<file path="config.mk">
export PLATFORM = sky130hd
export DESIGN_NAME = decoder_seq
export DESIGN_NICKNAME = d
export VERILOG_FILES = /design/src/rtl/decoder_seq.sv
export SDC_FILE = /design/constraint.sdc
export NUM_CORES = 1
export LEC_CHECK = 0
export CAP_MARGIN = 40
export CORE_AREA = 8 8 45 47
export CTS_CLUSTER_SIZE = 30
export DETAILED_ROUTE_END_ITERATION = 6
export DIE_AREA = 0 0 53 55
export PLACE_DENSITY = 0.77
export SYNTH_ARGS = -nofsm -noshare
export SYNTH_HDL_FRONTEND = slang
export SYNTH_SLANG_ARGS = --single-unit
</file>
<file path="constraint.sdc">
create_clock -name clk -period 1 [get_ports clk]
set_input_delay 0.15 -clock clk [delete_from_list [all_inputs] [get_ports clk]]
set_output_delay 0.15 -clock clk [all_outputs]
set_load 0.03 [all_outputs]
</file>
<file path="src/rtl/decoder_seq.sv">
// Registered N-way decoder with direct-decode and auto-scan modes (one-hot output, selectable polarity).
// Scan mode, dwell counter and wrap pulse are compiled in only when DECODER_SEQ_SCAN_EN is defined.
module decoder_seq #(
    parameter int SEL_W      = 3,
    parameter int DWELL_W    = 4,
    parameter bit ACTIVE_LOW = 1'b1
) (
    input  logic                  clk,
    input  logic                  rst_n,
    input  logic                  en,
    input  logic                  mode,
    input  logic [SEL_W-1:0]      sel,
    input  logic                  start,
    input  logic [DWELL_W-1:0]    dwell,
    output logic [(2**SEL_W)-1:0] y,
    output logic [SEL_W-1:0]      idx,
    output logic                  valid,
    output logic                  wrap
);

    localparam int N = 2**SEL_W;
    localparam logic [N-1:0] Y_OFF = ACTIVE_LOW ? {N{1'b1}} : {N{1'b0}};

    typedef enum logic [1:0] {
        IDLE   = 2'd0,
        DIRECT = 2'd1,
        SCAN   = 2'd2
    } state_t;

    state_t state;

    function automatic logic [N-1:0] decode(input logic [SEL_W-1:0] s);
        logic [N-1:0] v;
        v    = '0;
        v[s] = 1'b1;
        return ACTIVE_LOW ? ~v : v;
    endfunction

`ifdef DECODER_SEQ_SCAN_EN
    logic [DWELL_W-1:0] dwell_cnt;

    // en dominates; then mode selects direct decode, else start (re)launches a scan
    always_ff @(posedge clk or negedge rst_n) begin
        if (!rst_n) begin
            state     <= IDLE;
            y         <= Y_OFF;
            idx       <= '0;
            valid     <= 1'b0;
            wrap      <= 1'b0;
            dwell_cnt <= '0;
        end else if (!en) begin
            state <= IDLE;
            y     <= Y_OFF;
            valid <= 1'b0;
            wrap  <= 1'b0;
        end else if (!mode) begin
            state <= DIRECT;
            y     <= decode(sel);
            idx   <= sel;
            valid <= 1'b1;
            wrap  <= 1'b0;
        end else if (start) begin
            state     <= SCAN;
            y         <= decode('0);
            idx       <= '0;
            valid     <= 1'b1;
            wrap      <= 1'b0;
            dwell_cnt <= dwell;
        end else if (state == SCAN) begin
            if (dwell_cnt == '0) begin
                // dwell is resampled only here, so mid-index changes wait for the next advance
                y         <= decode(idx + 1'b1);
                idx       <= idx + 1'b1;
                wrap      <= (idx == {SEL_W{1'b1}});
                dwell_cnt <= dwell;
            end else begin
                wrap      <= 1'b0;
                dwell_cnt <= dwell_cnt - 1'b1;
            end
            valid <= 1'b1;
        end else begin
            state <= IDLE;
            y     <= Y_OFF;
            valid <= 1'b0;
            wrap  <= 1'b0;
        end
    end
`else
    logic unused_scan_inputs;
    assign unused_scan_inputs = ^{mode, start, dwell, state};

    // Without scan support, en alone chooses between IDLE and DIRECT
    always_ff @(posedge clk or negedge rst_n) begin
        if (!rst_n) begin
            state <= IDLE;
            y     <= Y_OFF;
            idx   <= '0;
            valid <= 1'b0;
            wrap  <= 1'b0;
        end else if (!en) begin
            state <= IDLE;
            y     <= Y_OFF;
            valid <= 1'b0;
            wrap  <= 1'b0;
        end else begin
            state <= DIRECT;
            y     <= decode(sel);
            idx   <= sel;
            valid <= 1'b1;
            wrap  <= 1'b0;
        end
    end
`endif

endmodule

</file>
==> results.rst <==
.. list-table::
   :header-rows: 1

   * - Metric
     - Value
   * - Buffers added on ports
     - 17
   * - Worst setup path endpoint
     - y[2]
   * - IR Drop Worst-Case VDD
     - roughly 0.00055 V
   * - Clock latency on the worst-skew pair
     - 0.26 ns
   * - Remaining global-route overflow
     - 0
   * - Pin count of the biggest net entering global routing
     - 13
   * - CP peak stage delay
     - 0.53 ns
   * - Standby leakage power
     - between 0.2 and 0.3 nW
   * - Dpl cell area
     - 622 µm²
   * - Hold buffer count at CTS
     - 0
   * - Count of endpoints failing hold in the final timing report
     - 0
   * - Share of the clock period used by the worst path
     - 106%
   * - Max Transition Viols Final
     - 0
   * - Area of combinational cells with multiple inputs
     - 114 µm²
   * - Maximum buffer depth of the clock tree
     - 2
   * - First-pass iteration count of the detailed router
     - 3
   * - Final-layout fill cell count
     - 120
   * - Total I/O pin count
     - 25
   * - Starting Density
     - between 30 and 40%
   * - Detailed-route vias per instance
     - around 4.6
   * - Setup repair after global routing missed its margin
     - true
   * - Global-route total usage across every layer
     - under 10%
   * - Final antenna diode count
     - 0
   * - Post-Synthesis Mean Instance Area
     - between 15 and 20 µm²
   * - Number of register bits inferred by synthesis
     - 12
   * - Chip Width
     - ~53 µm
   * - Synth-to-layout area growth
     - 55.4%
   * - Layout Skew
     - 0 ns
   * - Global-route wire length before repair
     - around 1400 µm
   * - Clock buffers created by TritonCTS
     - 3
   * - PwrDens
     - roughly 1400 mW/mm²
   * - Number of post-CTS setup repair buffers
     - 0
   * - Crit path setup slack, layout
     - -0.0583 ns
   * - Count of buffering cells on the critical path with inverters included
     - 1
   * - Placement Rows
     - 14
   * - Final setup violation count
     - 8
   * - Crit path kind
     - flip-flop to primary output
   * - TritonCTS clock tree
     - done
   * - Register area share after synthesis
     - between 70% and 80%
   * - Path depth of the worst reg2reg path
     - 1
   * - Total length of routed wires
     - approximately 790 µm
   * - Min Tclk post-route
     - 1.06 ns
   * - Required time at the endpoint of the critical path
     - between 0.8 and 0.9 ns
   * - Max cap viols
     - 0
   * - Via total after detailed routing
     - between 200 and 300
   * - Clk sink count
     - 12
   * - Kind of capture point of the worst setup path
     - primary output
   * - Compound-cell area share of the yosys netlist
     - 0%
   * - Number of cells produced by synthesis
     - 26
   * - Core box area
     - 0.00138 mm²
   * - Worst path arrival time
     - between 0.9 and 1 ns
   * - Core utilization of the finished layout
     - about half
   * - Via count of the first global-routing pass
     - about 320
   * - Drt initial violations
     - 1
   * - Die footprint
     - 0.00292 mm²
   * - Launch instance of the worst min-delay path
     - en
   * - R2R Path End
     - idx[1]$_DFFE_PN0P_
   * - HPWL after detailed placement
     - between 600 and 700 µm
   * - Worst Setup Start Kind
     - flip-flop
   * - Antenna violations before repair
     - 0
   * - Flop-to-flop setup slack
     - 0.23 ns
   * - Worst-path cell chain
     - buf_6
   * - Number of distinct library cells after synthesis
     - 10
   * - Final layout net count
     - 63
   * - Top delay family on crit path
     - flip-flops
   * - Portion of netlist area occupied by mux cells
     - 7.63%
   * - Class of the worst hold path
     - input pin to flip-flop
   * - Syn nets
     - 38
   * - Post-synthesis simple-gate area fraction
     - 17.2%
   * - Chip height
     - 55 µm
   * - Total number of cells along the worst setup path
     - 1
   * - Detail-routed net length per standard cell
     - 12.1 µm
   * - Crit Path Max Fanout
     - 1
   * - Failing checks
     - setup timing
   * - Total area of sequential cells
     - 310 µm²
   * - Maximum level of the CTS H-tree
     - 1
   * - Post-route antenna net violation count
     - 0
   * - Post-Syn Area
     - 443 µm²
   * - Clock-pin slew on the worst setup and hold paths
     - ~0.070 ns
   * - Yosys warnings
     - 0
   * - Adder and majority cell fraction of the synthesized area
     - 0%
   * - Combinational family with the most area after synthesis
     - simple AND/OR/NAND/NOR gates
   * - Timing startpoint of the critical path
     - y[2]$_DFF_PN1_
   * - Maximum clock frequency
     - roughly 0.94 GHz
   * - Crit-path slowest cell
     - dfstp_2
   * - Buffer cell driving the clock tree root
     - clkbuf_4
   * - Reg-to-reg critical path startpoint
     - idx[1]$_DFFE_PN0P_
   * - Number of DRC violations after detailed routing
     - 0
   * - Outcome
     - finished, violations left
   * - Final design area excluding fillers
     - a little under 700 µm²
   * - Post-synthesis xor/xnor area fraction
     - 0%
   * - Share of layout cells above drive strength 1
     - roughly 63%
   * - Gpl congestion
     - ~0.73
cells in the final DEF, fill, tap and decap left out:
cell type	synthesis	final
buf_6	1	11
dfstp_2	8	8
buf_4	1	6
dfrtp_1	4	4
clkdlybuf4s50_1	0	4
nand4bb_1	3	3
nand4b_1	3	3
mux2_2	3	3
clkbuf_4	0	3
or4b_1	1	1
nand4_1	1	1
conb_1	1	1
dlymetal6s2s_1	0	1
per-stage QoR:
stage          instances  setup TNS, ns  hold WS (ns)  setup slack, ns  total power [W]
6_report              65         -0.437         0.139          -0.0583         0.000984
5_1_grt               65         -0.759         0.133           -0.100          0.00105
4_1_cts               65         -0.542         0.182          -0.0744         0.000991
3_5_place_dp          62          -1.61         0.458           -0.267         0.000707
3_3_place_gp          62          -1.51         0.460           -0.262         0.000705
2_1_floorplan         26              0        -0.146            0.119         0.000619
area by class of cell:
cell class              instances  share of cell area (%)
well taps                      16                    2.91
flip-flops and latches         12                    45.1
repair buffers                 22                    32.2
multi-input cells              12                    16.5
clock buffers                   3                    3.27
worst min-delay path by stage:
stage | endpoint | slack (ns) | cells past startpoint
2_1_floorplan | idx[0]$_DFFE_PN0P_ | -0.15 | 0
3_3_place_gp | valid$_DFF_PN0_ | 0.46 | 2
3_5_place_dp | valid$_DFF_PN0_ | 0.46 | 2
4_1_cts | idx[2]$_DFFE_PN0P_ | 0.18 | 2
5_1_grt | valid$_DFF_PN0_ | 0.13 | 1
6_report | valid$_DFF_PN0_ | 0.14 | 1
report_power, final:
part	internal [W]	switching (W)	total (W)
clock network	0.000139	0.000132	0.000271
registers	0.000515	0.0000131	0.000528
logic	0.0000899	0.0000944	0.000184
total	0.000744	0.000240	0.000984
registers in the layout, summed over array words and instances (netlist names):
name,cells
y,8
idx,3
valid,1
cell families after synthesis:
group | Yosys count
AND/OR/NAND/NOR | 8
other | 1
multiplexers | 3
flip-flops | 12
buffers and inverters | 2
metal layers:
| metal | vias to the layer above | wire length (µm) | part of all wire, % | global-route usage, % |
|---|---|---|---|---|
| met3 | 0 | 121 | 15 | 3.21 |
| met2 | 15 | 339 | 43 | 9.38 |
| met1 | 141 | 328 | 42 | 7.27 |
| li1 | 141 | - | - | - |
| met4 | 0 | 0 | 0 | 5.17 |
| met5 | - | 0 | 0 | 0 |
synth_stat cells:
master	number	area [µm²]
buf_4	1	7.51
buf_6	1	11.3
conb_1	1	3.75
dfrtp_1	4	100
dfstp_2	8	210
mux2_2	3	33.8
nand4_1	1	6.26
nand4b_1	3	26.3
nand4bb_1	3	33.8
or4b_1	1	10.0
repair_timing:
| item | 4_1_cts | 5_1_grt |
|---|---|---|
| endpoints found under the hold margin | 0 | 0 |
| gates resized for setup | 8 | 4 |
| setup endpoints to repair | 8 | 12 |
No activity file was read; power rests on OpenSTA's default activity.
